### config.mk
export PLATFORM = sky130hd
export DESIGN_NAME = sram_256x8_flat
export DESIGN_NICKNAME = d
export VERILOG_FILES = /design/src/rtl/sram_256x8_if.sv /design/src/rtl/sram_256x8.sv /design/src/flat_wrapper.sv
export SDC_FILE = /design/constraint.sdc
export NUM_CORES = 2
export LEC_CHECK = 0
export ABC_CLOCK_PERIOD_IN_PS = 6750
export CAP_MARGIN = 20
export CORE_MARGIN = 10
export CORE_UTILIZATION = 68
export CTS_CLUSTER_DIAMETER = 150
export DETAILED_ROUTE_END_ITERATION = 6
export PLACE_DENSITY = 0.85
export SYNTH_ARGS = -nofsm -noshare
export SYNTH_HDL_FRONTEND = slang
export SYNTH_SLANG_ARGS = --single-unit
### constraint.sdc
create_clock -name clk -period 6.75 [get_ports clk]
set_clock_uncertainty 0.05 [all_clocks]
set_input_delay 1.35 -clock clk [delete_from_list [all_inputs] [get_ports clk]]
set_output_delay 1.35 -clock clk [all_outputs]
set_load 0.02 [all_outputs]
### src/rtl/sram_256x8_if.sv
// sram_256x8_if: bus bundle for the single-port scratch RAM.
//   dout        read data (driven by the RAM)
//   din         write data
//   addr        word address for read and write
//   wr, rd      write / read strobes, qualified by cs
//   cs          chip select
//   dout_valid  high for the cycle dout carries data from the previous cycle's read
// The master modport is for the requester. The slave modport is for the RAM.
// dout is a net so that it can be tri-stated when SRAM_TRISTATE_EN is defined.
interface sram_256x8_if #(
    parameter int DATA_W = 8,
    parameter int ADDR_W = 8
);
    wire  [DATA_W-1:0] dout;
    logic [DATA_W-1:0] din;
    logic [ADDR_W-1:0] addr;
    logic              wr;
    logic              rd;
    logic              cs;
    logic              dout_valid;

    modport master (
        input  dout,
        input  dout_valid,
        output din,
        output addr,
        output wr,
        output rd,
        output cs
    );

    modport slave (
        output dout,
        output dout_valid,
        input  din,
        input  addr,
        input  wr,
        input  rd,
        input  cs
    );
endinterface

### src/rtl/sram_256x8.sv
// sram_256x8: single-port synchronous scratch RAM, 2**ADDR_W words of DATA_W bits.
// Ports:
//   clk  system clock. All state updates on the rising edge.
//   rst  synchronous, active-high reset. Clears dout and dout_valid only.
//   bus  sram_256x8_if.slave, which carries dout, din, addr, wr, rd, cs and dout_valid.
// Writes commit on the edge. Reads are registered with one cycle of latency,
// and dout holds the last read word.
// When wr and rd are asserted together, the write is performed and the read
// returns din (write-through).
// Optional build macro SRAM_TRISTATE_EN: dout is driven only while dout_valid=1
// and is all-Z otherwise. dout_valid is the same in both builds.
module sram_256x8 #(
    parameter int DATA_W = 8,
    parameter int ADDR_W = 8
) (
    input  logic                clk,
    input  logic                rst,
    sram_256x8_if.slave         bus
);
    localparam int DEPTH = 2 ** ADDR_W;

    logic [DATA_W-1:0] mem [DEPTH];
    logic              wr_en_p0;
    logic              rd_en_p0;
    logic [DATA_W-1:0] dout_p1;
    logic              vld_p1;

    // Input decode. Reset masks both strobes so that no access happens during reset.
    assign wr_en_p0 = !rst && bus.cs && bus.wr;
    assign rd_en_p0 = !rst && bus.cs && bus.rd;

    // Array write. The array is deliberately left out of reset.
    always_ff @(posedge clk) begin
        if (wr_en_p0) begin
            mem[bus.addr] <= bus.din;
        end
    end

    // Read register stage p0 -> p1. Write-through bypasses the array so that a
    // simultaneous write and read returns the new data.
    always_ff @(posedge clk) begin
        if (rst) begin
            dout_p1 <= '0;
            vld_p1  <= 1'b0;
        end else begin
            vld_p1 <= rd_en_p0;
            if (rd_en_p0) begin
                dout_p1 <= bus.wr ? bus.din : mem[bus.addr];
            end
        end
    end

    assign bus.dout_valid = vld_p1;

`ifdef SRAM_TRISTATE_EN
    assign bus.dout = vld_p1 ? dout_p1 : {DATA_W{1'bz}};
`else
    assign bus.dout = dout_p1;
`endif

endmodule

### src/flat_wrapper.sv
// flat-port wrapper written by rule: the top's interface ports become plain ports
module sram_256x8_flat 
#(
    parameter int DATA_W = 8,
    parameter int ADDR_W = 8
)
  (clk, rst, bus_dout, bus_dout_valid, bus_din, bus_addr, bus_wr, bus_rd, bus_cs);
  sram_256x8_if #(.DATA_W(DATA_W), .ADDR_W(ADDR_W)) bus_i ();
  input  logic clk;
  input  logic rst;
  output wire logic [$bits(bus_i.dout)-1:0] bus_dout;
  output wire logic [$bits(bus_i.dout_valid)-1:0] bus_dout_valid;
  input wire logic [$bits(bus_i.din)-1:0] bus_din;
  input wire logic [$bits(bus_i.addr)-1:0] bus_addr;
  input wire logic [$bits(bus_i.wr)-1:0] bus_wr;
  input wire logic [$bits(bus_i.rd)-1:0] bus_rd;
  input wire logic [$bits(bus_i.cs)-1:0] bus_cs;
  assign bus_dout = bus_i.dout;
  assign bus_dout_valid = bus_i.dout_valid;
  assign bus_i.din = bus_din;
  assign bus_i.addr = bus_addr;
  assign bus_i.wr = bus_wr;
  assign bus_i.rd = bus_rd;
  assign bus_i.cs = bus_cs;
  sram_256x8 #(.DATA_W(DATA_W), .ADDR_W(ADDR_W)) u_core (.clk(clk), .rst(rst), .bus(bus_i));
endmodule
# Yosys cells after proc, flatten, opt, wreduce, memory -nomap -nowiden

Memory sizes are Yosys's and may differ from the RTL's. A register that Yosys moved wholly into a read port is not among the register bits.
Index checks and enable logic that the tools add are counted.

Flip-flop bits (word level): 1
Bits in latches: 0
RAM bits: 2048
ROM bits: 0
Input bits: 21
Output and inout port bits: 9
Word-level logic and storage cells: 8
Memories kept: 1

$add $sub $neg: 0
Multipliers: 0
Div/mod/pow operators: 0
$lt $le $gt $ge: 0
Equal/unequal tests: 0
Shift operators: 0
Mux-type cells: 2
Bitwise logic cells: 0
Reduce and logical (&&, ||, !) cells: 4

Memory list:

| memory     | words | bits a word | read ports | clocked after Yosys merged registers in | write ports | line             | text |
|---|---|---|---|---|---|---|---|
| u_core.mem | 256   | 8           | 1          | 1                                       | 1           | sram_256x8.sv:22 | `logic [DATA_W-1:0] mem [DEPTH];` |

Operator list:

| kind              | number |
|---|---|
| $logic_and 1x1->1 | 3 |
| $mux 1            | 2 |
| $logic_not 1->1   | 1 |

# Longest topological paths before layout

Depth in word-level cells: 5
Mapped depth: 12
Mapped depth without buffers: 7

# Least setup slack after synthesis

Ideal clock, no wire load.

Kind: input -> register
Start: input port bus_addr[0]
End: memory u_core.mem[103][0], enable pin
Setup time: 0.370 ns
Arrival time: 3.460 ns
Data required time: 6.330 ns
Path slack: 2.870 ns
Cell stages on the path: 10
Buffers on the path: 6
Path through: buf_4 buf_4 buf_2 buf_2 buf_2 nand2_1 nor2_1 nand2_1 buf_2 nor2_1

RTL lines:

| element            | line               | text |
|---|---|---|
| start: declaration | flat_wrapper.sv:14 | `input wire logic [$bits(bus_i.addr)-1:0] bus_addr;` |
| end: declaration   | sram_256x8.sv:22   |  |

No word-level cell before the write port.

# Final worst setup path

Start: input port rst
End: memory u_core.mem[111][1], enable pin

Word-level cells in the longest chain between the ends: 5

Ends and longest elaborated chain:

| element                         | line               | text |
|---|---|---|
| start: declaration              | flat_wrapper.sv:10 | `input logic rst;` |
| $logic_not 1->1                 | sram_256x8.sv:29   | `assign wr_en_p0 = !rst && bus.cs && bus.wr;` |
| $logic_and 1x1->1 (2 in series) | sram_256x8.sv:29   |  |
| $mux 1                          | sram_256x8.sv:34   | `if (wr_en_p0) begin` |
| $mux 1 (not written as such)    | sram_256x8.sv:35   | `mem[bus.addr] <= bus.din;` |

Every way passes these cells.

==> reports/metrics.yaml <==
status: "finished with violations"
violations: "design-rule violations"
ir_worst_vdd_v: 0.0002730
reg2reg_slack_ns: 3.60
slew_violations: 0
power_switching_w: 0.005524
antenna_left: 0
cts.sinks: 2057
drt-pass1-iter-count: 7
cts_tree: "yes"
grt_pass1_wl_mm: 299.6
initial_utilization_pct: 68.72
grt-ovfl-total: 0
dieWidth_um: 363.2
layout_min_cycle_time_ns: 4.813
slew_headroom_pct: 20.69
timing.final.ws_setup_ns: 1.937
drc: 106
crit_fanout: 21
dieArea_mm2: 0.1319
wirelength_mm: 212.5
setup_tns_ns: 0
cellInternalPower_w: 0.02033
clkPwrFrac_pct: 40.7
gp_congestion: 0.9799
fmax_mhz: 207.8
tightestPinTransition_ns: 1.185
drive_gt1_share_pct: 23.44
clk_pin_slew_ns: 0.07
switching_share_pct: 21.36
cp.required_ns: 7.10
cts_hold_buf: 0
power_frac_comb_pct: 5.0
ys_seq_area_share_pct: 77.03
pwr-share-seq_pct: 54.4
place_area_mm2: 0.08204
grt_pass1_vias: 41670
async_flop_share_pct: 0
cts_resized: 0
syn_avg_cell_area_um2: 21.69
core-area_mm2: 0.1165
io_buffers: 29
antenna_found_initial: 7
fp-row-count: 125
worstPathArrival_ns: 5.16
post_cts_buffers: 0
rsz0062_at_grt: "no"
grt.total_usage_pct: 31.73
grt_start_max_net_pins: 145
p_per_area_mw_per_mm2: 293.5
maxCapViolCount: 0
first_iter_violations: 7081
ys_warn_count: 0
insertion_delay_ns: 0.81
synthCells: 3692
cts_root_buffer: "clkbuf_16"
ys.flop_type: "edfxtp_1"
crit_type: "input pin to flop"
synth_edf_count: 2048
power_leakage_nw: 27.49
synth-seq-cells: 2057
h-tree-depth: 4
dp_hpwl_mm: 111.1
synthDistinctLibCells: 46
finalNetCount: 3814
area_growth_pct: 10.03
crit_path_start_kind: "input pin"
via_count: 41920
cts_buffer_depth: 3
cts_buffers: 188
final_cell_mix: "edfxtp_1, mux4_2, nor2_1"
syn-num-nets: 3713
wl_per_cell_um: 38.79
fin_crit_sh_pct: 71.30
hp-class: "flop to flop"
hold_viol: 0
final_common_cell: "edfxtp_1"
top_level_ports: 30
syn-cell-area_mm2: 0.08007
die_h_um: 363.2
via_per_inst: 7.653
final_area_mm2: 0.08810
end_kind: "flop"
dp_slack_ns: 1.536
setup_viol: 0
[power by group through the flow]
stage	combinational [W]	sequential, W	clock, W
4_1_cts	0.00123	0.0141	0.0105
6_report	0.00128	0.0141	0.0105
3_3_place_gp	0.00116	0.0143	0
5_1_grt	0.00131	0.0141	0.0110
3_5_place_dp	0.00120	0.0143	0
2_1_floorplan	0.000688	0.0143	0
[synth_stat cells, types with 5 or more instances]
cell type	n	area, um^2
a21o_1	5	37.54
a21oi_1	39	195.2
a22o_1	7	61.31
a22oi_1	59	442.9
a31oi_1	8	50.05
buf_1	16	60.06
buf_2	75	375.4
buf_4	47	352.8
clkbuf_1	86	322.8
dfxtp_1	9	180.2
edfxtp_1	2048	61500
inv_1	21	78.83
mux2_2	26	292.8
mux2i_1	182	1822
mux4_2	519	11690
nand2_1	61	229.0
nand2b_1	15	93.84
nand3_1	22	110.1
nand4_1	13	81.33
nor2_1	254	953.4
nor2b_1	25	156.4
nor3_1	38	190.2
nor4_1	11	68.82
o211ai_1	7	52.55
o21ai_0	14	70.07
o22ai_1	43	269.0
o311a_1	6	60.06
o31ai_1	6	45.04
[critical path, cell delays in order]
cell	delay, ns
clkdlybuf4s50_1	0.60
clkinv_1	0.24
and3_1	0.83
nand2_1	0.92
buf_4	0.51
nor2_1	0.70
[path summary, 6_finish.rpt]
| kind | from | end | depth (start not counted) |
|---|---|---|---|
| hold reg to reg | u_core.bus.dout[4] | u_core.bus.dout[4] | 2 |
| setup / recovery | rst | u_core.mem[111][1] | 6 |
| setup reg to reg | u_core.mem[48][3] | u_core.bus.dout[3] | 7 |
| hold / removal | u_core.bus.dout[4] | u_core.bus.dout[4] | 2 |
[layer usage]
metal  vias to the layer above  global-route usage (%)  share of wire (%)
li1                      15610                       -                  -
met1                     21250                   41.22                 32
met2                      4177                   49.63                 48
met3                       871                   8.624                 13
met4                        12                   16.88                6.3
met5                         -                  0.2541              0.048
[metrics by stage]
| step | cells | utilization [%] | hold slack (ns) | total power [W] |
|---|---|---|---|---|
| 2_1_floorplan | 3692 | - | 0.5106 | 0.01502 |
| 6_report | 5478 | 75.61 | 0.6155 | 0.02586 |
| 4_1_cts | 5459 | 75.51 | 0.5790 | 0.02578 |
| 5_1_grt | 5470 | 75.60 | 0.5931 | 0.02632 |
| 3_3_place_gp | 5115 | 70.40 | 0.5653 | 0.01550 |
| 3_5_place_dp | 5116 | 70.41 | 0.5649 | 0.01553 |
[state kept, by name, indices dropped and copies added (netlist names)]
signal	cells
u_core.bus.dout	8
u_core.bus.dout_valid	1
u_core.mem	2048
[kinds of logic (layout without fill, tap and decap cells)]
logic type / after synthesis / in the layout / share of synthesized area (%)
muxes: 727 / 727 / 17.24
AOI/OAI and AO/OA: 205 / 205 / 1.714
buffers and inverters: 248 / 502 / 1.519
other: 0 / 8 / 0
DFF: 2057 / 2057 / 77.03
and+or+nand+nor: 455 / 455 / 2.499
[final cells by class]
class	instances	area (um^2)
fill	5483	28420
inverter	22	82.58
multi-input combinational	1387	17190
antenna	8	20.02
timing repair buffer	137	1280
clock buffer	233	4980
sequential	2057	61680
tap	1524	1907
clock inverter	110	964.7
No activity file was read; power rests on OpenSTA's default activity.
